### src/rtl/dispatcher_pkg.sv
// Shared types and constants for the dispatch stage: decode/execute bundles,
// pipe-select bit positions and a register-index mask helper.
package dispatcher_pkg;

    localparam int XLEN             = 32;
    localparam int NUM_REGS         = 32;
    localparam int REG_AW           = $clog2(NUM_REGS);
    localparam int EXE_PIPE_W       = 2;
    localparam int EXE_PIPE_ALU_BIT = 0;
    localparam int EXE_PIPE_LSU_BIT = 1;

    typedef enum logic [3:0] {
        ALU_ADD,
        ALU_SUB,
        ALU_AND,
        ALU_OR,
        ALU_XOR,
        ALU_SLL,
        ALU_SRL,
        ALU_SRA,
        ALU_SLT,
        ALU_SLTU,
        ALU_PASS_B
    } alu_op_e;

    typedef struct packed {
        alu_op_e               alu_op;
        logic                  alu_src_imm;
        logic                  mem_read;
        logic                  mem_write;
        logic [2:0]            mem_size;
        logic                  register_write;
        logic [EXE_PIPE_W-1:0] exe_pipe;
    } ctrl_t;

    typedef struct packed {
        ctrl_t             ctrl;
        logic [REG_AW-1:0] a1;
        logic [REG_AW-1:0] a2;
        logic [REG_AW-1:0] rd;
        logic [XLEN-1:0]   imm_ext;
        logic [XLEN-1:0]   pc;
        logic [XLEN-1:0]   pc_inc;
    } id_dispatcher_inf_t;

    typedef struct packed {
        ctrl_t             ctrl;
        logic [XLEN-1:0]   rs1_data;
        logic [XLEN-1:0]   rs2_data;
        logic [REG_AW-1:0] rd;
        logic [XLEN-1:0]   imm_ext;
        logic [XLEN-1:0]   pc;
        logic [XLEN-1:0]   pc_inc;
    } dispatcher_exe_inf_t;

    // One-hot register mask; x0 never produces a bit since it is never pending.
    function automatic logic [NUM_REGS-1:0] reg_mask(input logic [REG_AW-1:0] idx);
        reg_mask      = '0;
        reg_mask[idx] = (idx != '0);
    endfunction

endpackage

### src/rtl/dispatcher_if.sv
// Decode-side, writeback and execute-side signals of the dispatcher bundled
// into one interface; the dispatcher uses the slave view.
interface dispatcher_if;
    import dispatcher_pkg::*;

    logic                flush;
    id_dispatcher_inf_t  id_dispatcher_inf;
    logic                lsu_ready;
    logic                alu_wb_en;
    logic [REG_AW-1:0]   alu_wb_rd;
    logic [XLEN-1:0]     alu_wb_data;
    logic                lsu_wb_en;
    logic [REG_AW-1:0]   lsu_wb_rd;
    logic [XLEN-1:0]     lsu_wb_data;
    logic                stall;
    dispatcher_exe_inf_t dispatcher_exe_inf;
    logic                alu_valid;
    logic                lsu_valid;

    modport master (
        output flush, id_dispatcher_inf, lsu_ready,
        output alu_wb_en, alu_wb_rd, alu_wb_data,
        output lsu_wb_en, lsu_wb_rd, lsu_wb_data,
        input  stall, dispatcher_exe_inf, alu_valid, lsu_valid
    );

    modport slave (
        input  flush, id_dispatcher_inf, lsu_ready,
        input  alu_wb_en, alu_wb_rd, alu_wb_data,
        input  lsu_wb_en, lsu_wb_rd, lsu_wb_data,
        output stall, dispatcher_exe_inf, alu_valid, lsu_valid
    );

endinterface

### src/rtl/dispatcher_register_file.sv
// Architectural register file: two combinational read ports with write-first
// bypass, two write ports (port B = LSU, wins on a same-index collision), x0 zero.
module dispatcher_register_file
    import dispatcher_pkg::*;
(
    input  logic              clk,
    input  logic              rst_n,
    input  logic [REG_AW-1:0] rd_addr_a,
    input  logic [REG_AW-1:0] rd_addr_b,
    output logic [XLEN-1:0]   rd_data_a,
    output logic [XLEN-1:0]   rd_data_b,
    input  logic              wr_en_a,
    input  logic [REG_AW-1:0] wr_addr_a,
    input  logic [XLEN-1:0]   wr_data_a,
    input  logic              wr_en_b,
    input  logic [REG_AW-1:0] wr_addr_b,
    input  logic [XLEN-1:0]   wr_data_b
);

    logic [XLEN-1:0] regs [NUM_REGS];

    always_ff @(posedge clk or negedge rst_n) begin
        if (!rst_n) begin
            for (int i = 0; i < NUM_REGS; i++) begin
                regs[i] <= '0;
            end
        end else begin
            if (wr_en_a && wr_addr_a != '0) begin
                regs[wr_addr_a] <= wr_data_a;
            end
            if (wr_en_b && wr_addr_b != '0) begin
                regs[wr_addr_b] <= wr_data_b;
            end
        end
    end

    // Later assignment wins, so a port-B write shadows a port-A write to the same index.
    always_comb begin
        rd_data_a = regs[rd_addr_a];
        if (wr_en_a && wr_addr_a == rd_addr_a) begin
            rd_data_a = wr_data_a;
        end
        if (wr_en_b && wr_addr_b == rd_addr_a) begin
            rd_data_a = wr_data_b;
        end
        if (rd_addr_a == '0) begin
            rd_data_a = '0;
        end
    end

    always_comb begin
        rd_data_b = regs[rd_addr_b];
        if (wr_en_a && wr_addr_a == rd_addr_b) begin
            rd_data_b = wr_data_a;
        end
        if (wr_en_b && wr_addr_b == rd_addr_b) begin
            rd_data_b = wr_data_b;
        end
        if (rd_addr_b == '0) begin
            rd_data_b = '0;
        end
    end

    wb_collision_a : assert property (@(posedge clk) disable iff (!rst_n)
        !(wr_en_a && wr_en_b && wr_addr_a == wr_addr_b && wr_addr_a != '0));

endmodule

### src/rtl/dispatcher.sv
// Dispatch stage: operand read, scoreboard of in-flight destinations, hazard
// stall generation and a one-cycle registered issue to the ALU or LSU pipe.
module dispatcher
    import dispatcher_pkg::*;
(
    input  logic       clk,
    input  logic       rst_n,
    dispatcher_if.slave bus
);

    id_dispatcher_inf_t  id;
    dispatcher_exe_inf_t out_q;
    logic                alu_valid_q;
    logic                lsu_valid_q;

    logic [NUM_REGS-1:0] pend;
    logic [NUM_REGS-1:0] pend_next;
    logic [NUM_REGS-1:0] clr;
    logic [NUM_REGS-1:0] busy;

    logic                in_v;
    logic                is_alu;
    logic                is_lsu;
    logic                hazard;
    logic                fire;
    logic [XLEN-1:0]     rs1_val;
    logic [XLEN-1:0]     rs2_val;

    assign id     = bus.id_dispatcher_inf;
    assign in_v   = |id.ctrl.exe_pipe;
    assign is_alu = id.ctrl.exe_pipe[EXE_PIPE_ALU_BIT];
    assign is_lsu = id.ctrl.exe_pipe[EXE_PIPE_LSU_BIT];

    // A writeback landing this cycle releases its register immediately.
    assign clr  = (bus.alu_wb_en ? reg_mask(bus.alu_wb_rd) : '0)
                | (bus.lsu_wb_en ? reg_mask(bus.lsu_wb_rd) : '0);
    assign busy = pend & ~clr & ~reg_mask('0);

    always_comb begin
        hazard = 1'b0;
        if (in_v) begin
            hazard = busy[id.a1] || busy[id.a2]
                  || (id.ctrl.register_write && busy[id.rd])
                  || (is_lsu && !bus.lsu_ready);
        end
    end

    assign fire      = in_v && !hazard && !bus.flush;
    assign bus.stall = hazard && !bus.flush && rst_n;

    dispatcher_register_file u_regfile (
        .clk       (clk),
        .rst_n     (rst_n),
        .rd_addr_a (id.a1),
        .rd_addr_b (id.a2),
        .rd_data_a (rs1_val),
        .rd_data_b (rs2_val),
        .wr_en_a   (bus.alu_wb_en),
        .wr_addr_a (bus.alu_wb_rd),
        .wr_data_a (bus.alu_wb_data),
        .wr_en_b   (bus.lsu_wb_en),
        .wr_addr_b (bus.lsu_wb_rd),
        .wr_data_b (bus.lsu_wb_data)
    );

    // A flushed issue never executes, so its destination must be released here.
    always_comb begin
        pend_next = pend & ~clr;
        if (bus.flush && (alu_valid_q || lsu_valid_q) && out_q.ctrl.register_write) begin
            pend_next = pend_next & ~reg_mask(out_q.rd);
        end
        if (fire && id.ctrl.register_write) begin
            pend_next = pend_next | reg_mask(id.rd);
        end
    end

    always_ff @(posedge clk or negedge rst_n) begin
        if (!rst_n) begin
            pend        <= '0;
            alu_valid_q <= 1'b0;
            lsu_valid_q <= 1'b0;
            out_q       <= '0;
        end else begin
            pend        <= pend_next;
            alu_valid_q <= fire && is_alu;
            lsu_valid_q <= fire && is_lsu;
            if (fire) begin
                out_q <= '{ctrl:     id.ctrl,
                           rs1_data: rs1_val,
                           rs2_data: rs2_val,
                           rd:       id.rd,
                           imm_ext:  id.imm_ext,
                           pc:       id.pc,
                           pc_inc:   id.pc_inc};
            end
        end
    end

    assign bus.dispatcher_exe_inf = out_q;
    assign bus.alu_valid          = alu_valid_q;
    assign bus.lsu_valid          = lsu_valid_q;

    single_pipe_a : assert property (@(posedge clk) disable iff (!rst_n)
        !(is_alu && is_lsu));

endmodule
### src/flat_wrapper.sv
// flat-port wrapper written by rule: the top's interface ports become plain ports
module dispatcher_flat import dispatcher_pkg::*;
  (clk, rst_n, bus_flush, bus_id_dispatcher_inf, bus_lsu_ready, bus_alu_wb_en, bus_alu_wb_rd, bus_alu_wb_data, bus_lsu_wb_en, bus_lsu_wb_rd, bus_lsu_wb_data, bus_stall, bus_dispatcher_exe_inf, bus_alu_valid, bus_lsu_valid);
  dispatcher_if bus_i ();
  input  logic clk;
  input  logic rst_n;
  input wire logic [$bits(bus_i.flush)-1:0] bus_flush;
  input wire logic [$bits(bus_i.id_dispatcher_inf)-1:0] bus_id_dispatcher_inf;
  input wire logic [$bits(bus_i.lsu_ready)-1:0] bus_lsu_ready;
  input wire logic [$bits(bus_i.alu_wb_en)-1:0] bus_alu_wb_en;
  input wire logic [$bits(bus_i.alu_wb_rd)-1:0] bus_alu_wb_rd;
  input wire logic [$bits(bus_i.alu_wb_data)-1:0] bus_alu_wb_data;
  input wire logic [$bits(bus_i.lsu_wb_en)-1:0] bus_lsu_wb_en;
  input wire logic [$bits(bus_i.lsu_wb_rd)-1:0] bus_lsu_wb_rd;
  input wire logic [$bits(bus_i.lsu_wb_data)-1:0] bus_lsu_wb_data;
  output wire logic [$bits(bus_i.stall)-1:0] bus_stall;
  output wire logic [$bits(bus_i.dispatcher_exe_inf)-1:0] bus_dispatcher_exe_inf;
  output wire logic [$bits(bus_i.alu_valid)-1:0] bus_alu_valid;
  output wire logic [$bits(bus_i.lsu_valid)-1:0] bus_lsu_valid;
  assign bus_i.flush = bus_flush;
  assign bus_i.id_dispatcher_inf = bus_id_dispatcher_inf;
  assign bus_i.lsu_ready = bus_lsu_ready;
  assign bus_i.alu_wb_en = bus_alu_wb_en;
  assign bus_i.alu_wb_rd = bus_alu_wb_rd;
  assign bus_i.alu_wb_data = bus_alu_wb_data;
  assign bus_i.lsu_wb_en = bus_lsu_wb_en;
  assign bus_i.lsu_wb_rd = bus_lsu_wb_rd;
  assign bus_i.lsu_wb_data = bus_lsu_wb_data;
  assign bus_stall = bus_i.stall;
  assign bus_dispatcher_exe_inf = bus_i.dispatcher_exe_inf;
  assign bus_alu_valid = bus_i.alu_valid;
  assign bus_lsu_valid = bus_i.lsu_valid;
  dispatcher u_core (.clk(clk), .rst_n(rst_n), .bus(bus_i));
endmodule
### config.mk
export PLATFORM = sky130hd
export DESIGN_NAME = dispatcher_flat
export DESIGN_NICKNAME = d
export VERILOG_FILES = /design/src/rtl/dispatcher_pkg.sv /design/src/rtl/dispatcher_if.sv /design/src/rtl/dispatcher_register_file.sv /design/src/rtl/dispatcher.sv /design/src/flat_wrapper.sv
export SDC_FILE = /design/constraint.sdc
export NUM_CORES = 2
export LEC_CHECK = 0
export ABC_CLOCK_PERIOD_IN_PS = 4100
export BUFFER_PORTS_ARGS = -buffer_cell sky130_fd_sc_hd__clkbuf_2
export CAP_MARGIN = 20
export CORE_ASPECT_RATIO = 0.5
export CORE_UTILIZATION = 30
export CTS_BUF_LIST = sky130_fd_sc_hd__clkbuf_8
export CTS_CLUSTER_SIZE = 8
export DETAILED_ROUTE_END_ITERATION = 8
export PLACE_DENSITY = 0.54
export SLEW_MARGIN = 20
export SYNTH_ARGS = -nofsm -noshare
export SYNTH_HDL_FRONTEND = slang
export SYNTH_SLANG_ARGS = --single-unit
### constraint.sdc
create_clock -name clk -period 4.1 [get_ports clk]
set_clock_uncertainty 0.2 [all_clocks]
set_input_delay 0.82 -clock clk [delete_from_list [all_inputs] [get_ports clk]]
set_output_delay 0.82 -clock clk [all_outputs]
set_load 0.005 [all_outputs]
---- Word level (Yosys, flattened, before mapping) ----
Cells that the tools add are included.
W data, S select, Z words.
storage, ports and cells
  register bits after elaboration ......... 1236
operators by class
  magnitude comparators ................... 16
  equal/unequal tests ..................... 4
  muxes and demuxes ....................... 39
  bitwise gates (word level) .............. 14
  reduce and logical (&&, ||, !) cells .... 37
operators with widths
  cell                  number
  $bwmux W1024          2
  $mux W1024            2
  $mux W32              16
  $bmux W32 S5          2
  $demux W32 S5         2
  $and A32 B32 Y32      6
  $not A32 Y32          2
  $or A32 B32 Y32       2
  $lt A5 B6 Y1 const B  6
  $ge A6 B6 Y1 const B  4
  $not A5 Y6            4
  $logic_and A1 B1 Y1   23
  $demux W1 S5          4
  $eq A5 B5 Y1          4
  $ge A5 B1 Y1 const B  4
  $reduce_bool A5 Y1    4
  $bmux W1 S5           3
  $lt A6 B1 Y1 const B  2
  $logic_not A5 Y1      2
  $mux W1               8
  $logic_or A1 B1 Y1    4
  $logic_not A1 Y1      3
  $reduce_or A2 Y1      1

---- Longest topological paths before layout ----
  word-level depth ........................ 20
  gate-level depth with buffers ........... 13
  mapped depth without buffers ............ 8

---- Modules after synthesis ----
From an unflattened synthesis, not the netlist that was laid out.
second synthesis, totals
  cells, all modules ...................... 7011
  area, all modules ....................... 75118.3 sq um
by module, submodules not included
  module                    times used  cells each  area an instance (sq um)
  dispatcher_register_file  1           6220        64800.9
  dispatcher                1           791         10317.4

---- Least setup slack after synthesis ----
Ideal clock, no wire load.
  path kind ............................... input to output
  from .................................... input port bus_lsu_wb_rd[0]
  to ...................................... output port bus_stall
  arrival ................................. 3.005 ns
  path slack .............................. 0.075 ns
  stages .................................. 9
  buffers on the path ..................... 2
  cell sequence ........................... buf_4 nand2b_1 buf_2 o221ai_2 mux4_2 a31o_1 or4_1 a311o_1 a311oi_1
between the ends
  longest elaborated chain between the ends .. 17
  elaborated cells on any way between the ends .. 24
ends and longest elaborated chain
  what                                                                       RTL line                            RTL
  start: declaration                                                         flat_wrapper.sv:14                  input wire logic [$bits(bus_i.lsu_wb_rd)-1:0] bus_lsu_wb_rd;
  $lt A5 B6 Y1 (not written as such) / $ge A5 B1 Y1 (equally long branches)  dispatcher_pkg.sv:59                reg_mask[idx] = (idx != '0);
  $logic_and A1 B1 Y1 (not written as such)                                  dispatcher_pkg.sv:59
  $mux W1 (not written as such)                                              dispatcher_pkg.sv:59
  $demux W1 S5                                                               -
  $and A32 B32 Y32 (no line) *                                               -
  $mux W32 *                                                                 dispatcher.sv:36                    | (bus.lsu_wb_en ? reg_mask(bus.lsu_wb_rd) : '0);
  $or A32 B32 Y32 *                                                          dispatcher.sv:36
  $not A32 Y32 *                                                             dispatcher.sv:37                    assign busy = pend & ~clr & ~reg_mask('0);
  $and A32 B32 Y32 *                                                         dispatcher.sv:37
  $bmux W1 S5, on equally long branches                                      dispatcher.sv:42, dispatcher.sv:43
  $mux W1, on equally long branches                                          dispatcher.sv:42, dispatcher.sv:43
  $logic_or A1 B1 Y1 / $logic_and A1 B1 Y1 (equally long branches)           dispatcher.sv:42, dispatcher.sv:43
  $logic_or A1 B1 Y1 *                                                       dispatcher.sv:43                    || (id.ctrl.register_write && busy[id.rd])
  $logic_or A1 B1 Y1 *                                                       dispatcher.sv:44                    || (is_lsu && !bus.lsu_ready);
  $mux W1 *                                                                  dispatcher.sv:41                    if (in_v) begin
  $logic_and A1 B1 Y1 * (2 in series)                                        dispatcher.sv:49                    assign bus.stall = hazard && !bus.flush && rst_n;
  end: declaration                                                           flat_wrapper.sv:16                  output wire logic [$bits(bus_i.stall)-1:0] bus_stall;
Mark *: on every way between the ends. The rest lies on a longest branch, timed or not. The select of a mux whose other input is x is not followed.

---- Final worst setup path ----
  from .................................... register u_core.pend[11]
  to ...................................... output port bus_stall
between the ends
  longest elaborated chain between the ends .. 9
  elaborated cells on any way between the ends .. 14
ends and longest elaborated chain
  what                                                              RTL line                            RTL
  start: declaration                                                dispatcher.sv:16                    logic [NUM_REGS-1:0] pend;
  start signal: assignment                                          dispatcher.sv:84                    pend <= pend_next;
  $and A32 B32 Y32 *                                                dispatcher.sv:37
  $bmux W1 S5, on equally long branches                             dispatcher.sv:42, dispatcher.sv:43
  $mux W1, on equally long branches                                 dispatcher.sv:42, dispatcher.sv:43
  $logic_or A1 B1 Y1 / $logic_and A1 B1 Y1 (equally long branches)  dispatcher.sv:42, dispatcher.sv:43
  $logic_or A1 B1 Y1 *                                              dispatcher.sv:43
  $logic_or A1 B1 Y1 *                                              dispatcher.sv:44
  $mux W1 *                                                         dispatcher.sv:41
  $logic_and A1 B1 Y1 * (2 in series)                               dispatcher.sv:49
Marks and branches as above.

==> results.md <==
- Outcome: finished, violations left
- Failing checks: DRC, setup timing
- CTS Buffer Depth: 4
- Crit path capture type: output port
- Power Density: approximately 460 mW/mm²
- Global placement routability congestion: 0.946
- P&R area growth vs syn: 17.5%
- Starting Density: 30.2%
- Post-synth ARST share: 100%
- DR WL/cell: 31.1 µm
- Core region area: 0.248 mm²
- Max stage delay on crit path: around 500 ps
- Clk_lat worst skew: 1040 ps
- Mapped Area: around 0.075 mm²
- Commonest non-fill, non-tap cell in the layout: dfrtp_1
- Final Max Tran Viols: 0
- Period utilisation layout: 112%
- FF-to-FF Start: u_core.pend[11]
- Vias per cell: around 6
- Largest net degree at the start of global routing: 150
- Design Power: just over 40 mW
- Final Routed Wirelength: approximately 360000 µm
- Clk root buf: clkbuf_8
- Rows: 129
- TritonCTS clock tree: yes
- Remaining antenna violation count after routing: 0
- Distinct cells, synth: 80
- Dpl hpwl: 214000 µm
- All-layer global routing usage: 27.6%
- Commonest non-fill, non-tap cells in the layout: dfrtp_1 (1236), mux2i_1 (1055), nor2_1 (1003), a21oi_1 (753), nand2_1 (615)
- Leakage power: 38.6 nW
- Worst Path Arrival: roughly 3600 ps
- Primary FF master, synth: dfrtp_1
- Worst reg-to-reg setup slack: 630 ps
- Peak supply drop: 0.000281 V
- Slowest cell on crit path: mux4_2
- Crit path time final: 4600 ps
- Adder-Cell Fraction of Synth Area: 0%
- Crit Reg-Reg Endpoint: u_core.bus.dispatcher_exe_inf[165]
- Worst Setup SP: u_core.pend[11]
- Delay-heaviest family, CP: compound AO/OA/AOI/OAI gates
- Crit path buffers/inverters: 2
- Ys Warns: 0
- TritonCTS buffer count: approximately 210
- Register area share after synthesis: between 40% and 50%
- Min Hold Slack: 96.5 ps
- Initial antenna violation count: 36
- Yosys reg bits: 1236
- Slew @ Worst Pin: 1210 ps
- Worst EP required: 3080 ps
- EDFF count, synth: 0
- Vias in the first global route: 65400
- RSZ-0062 raised after global routing: true
- Synth Area in Simple Gates: 11.4%
- Nets: 8271
- Setup bufs post-CTS: 0
- Layout cells sized above 1: 19.4%
- Hold WC Path Type: in2reg
- DR pass1 iterations: 9
- Critical path peak fanout: 2
- Vias: 69400
- Startpoint types: flop
- Slew headroom: 19.6%
- Compound-Gate Fraction of Synth Area: 16.9%
- Critical path class: reg2out
- H-tree Lvls: 4
- Final setup vio count: 1
- Cell Chain, Critical Path: o221ai_2, mux4_2, a31o_1, or4_4, a311o_1, a311oi_4, buf_4, buf_6
- Synth Area in XOR/XNOR: less than 1%
- Max Fclk: 218 MHz
- Number of max-cap violations: 0
- Levels on crit path: 8
- Hold Violations, Final: 0
- Number of remaining DRC errors: 6
- First-pass GRT wire length: slightly above 500000 µm
- CP Capture Point: bus_stall
- Synth Area per Inst: 9.57 µm²
- Worst slack, placed: -596 ps
- Sinks on Clock Net: 1236
- Mux contribution to synthesized area: 25.1%
- Grt total ovfl: 0
- Die Span Y: 355 µm
- Port Buffers: 384
- Mapped Cells: roughly 8000
- Clock slew at reported path FFs: 60 ps
- I/O Pins: approximately 390
- Reg2Reg Depth: 10
- Worst Setup Slack, final: -498 ps
- Chip width: between 700 and 800 µm
- Die ar.: between 0.2 and 0.3 mm²
- Largest family of logic cells by synthesized area: multiplexers
- Post-synthesis net count: 8028
- Starting DRT DRC Count: 9582
## cells in the mapped netlist (7+ instances only)
library cell	number	area, µm²
a31oi_1	133	832
nand2_1	652	2450
inv_1	10	37.5
o21ai_0	415	2080
xor2_1	16	140
nor3_1	145	726
a21oi_1	753	3770
a22oi_1	207	1550
a211o_1	37	324
a32oi_1	83	727
buf_4	8	60.1
o22ai_1	98	613
nand4_1	9	56.3
dfrtp_1	1236	30900
and2_1	20	125
o32ai_1	16	140
mux2_1	157	1770
nand3b_1	10	75.1
or2_2	13	81.3
o221ai_1	199	1740
buf_2	46	230
mux2i_1	1055	10600
o31ai_1	17	128
nor2_1	1034	3880
a221oi_1	24	210
clkbuf_1	715	2680
o2111ai_1	7	61.3
nand3_1	18	90.1
a211oi_1	7	52.6
mux4_2	259	5830
mux2_2	53	597
nand2b_1	12	75.1
buf_6	17	191
buf_1	158	593
nor4_1	70	438
## kinds of logic after synthesis
group,after synthesis
AO/OA/AOI/OAI,2036
AND/OR/NAND/NOR,2046
multiplexers,1524
flip-flops,1236
XOR/XNOR,20
buffers and inverters,962
## tightest hold or removal path: stages
cell and delay (ps):
clkbuf_2 220, mux2i_1 190, a21oi_1 80
## area by class of cell
type                       count  area [µm²]
timing repair buffer         979        8040
clock buffer                 259        3560
inverter                      13        51.3
clock inverter                97         458
antenna                       24        60.1
fill                       24900      160000
tap                         3340        4180
multi-input combinational   5626       40700
sequential                  1236       30900
## stage by stage
stage | setup TNS, ps | std cells | instance area [µm²] | utilization [%]
global route | -574 | 11600 | 87900 | 35.5
finish | -498 | 11600 | 88000 | 35.5
detailed placement | -29040 | 11100 | 82700 | 33.4
global placement | -28330 | 11100 | 82700 | 33.4
CTS | -530 | 11600 | 87900 | 35.5
floorplan | 0 | 7824 | 74900 | -
## what timing repair did
action	CTS	global route
setup endpoints to repair	1	1
gates resized for setup	5	1
hold buffers	110	0
endpoints found under the hold margin	534	0
## worst min-delay path by stage
| stage | end | slack, ps | start | cells past startpoint |
|---|---|---|---|---|
| after detailed placement | u_core.u_regfile.regs[994] | 190 | u_core.u_regfile.regs[994] | 0 |
| after global routing | u_core.bus.dispatcher_exe_inf[167] | 90 | bus_id_dispatcher_inf[113] | 2 |
| after CTS | u_core.bus.dispatcher_exe_inf[167] | 30 | bus_id_dispatcher_inf[113] | 2 |
| after global placement | u_core.u_regfile.regs[997] | 180 | u_core.u_regfile.regs[997] | 0 |
| final | u_core.u_regfile.regs[169] | 100 | bus_alu_wb_data[9] | 3 |
| after floorplan | u_core.u_regfile.regs[1000] | 250 | u_core.u_regfile.regs[1000] | 1 |
## registers in the layout (all words and copies together) (netlist names)
signal / cells
u_core.pend: 32
u_core.bus.lsu_valid: 1
u_core.u_regfile.regs: 1024
u_core.bus.alu_valid: 1
u_core.bus.dispatcher_exe_inf: 178
## report_power, final
part	total, mW	switching (mW)	internal, mW
Combinational	11.0	5.49	5.46
Sequential	18.0	2.54	15.5
Clock	11.5	5.72	5.76
Total	40.4	13.7	26.7
## per-layer routing
metal  share of wire (%)  up-vias  track usage [%]
li1                    -    29200                -
met1                  40    34500             36.0
met2                  42     4533             40.2
met3                  12     1167             8.81
met4                 6.6       28             16.0
met5               0.057        -                0
(Power assumes the default switching activity.)
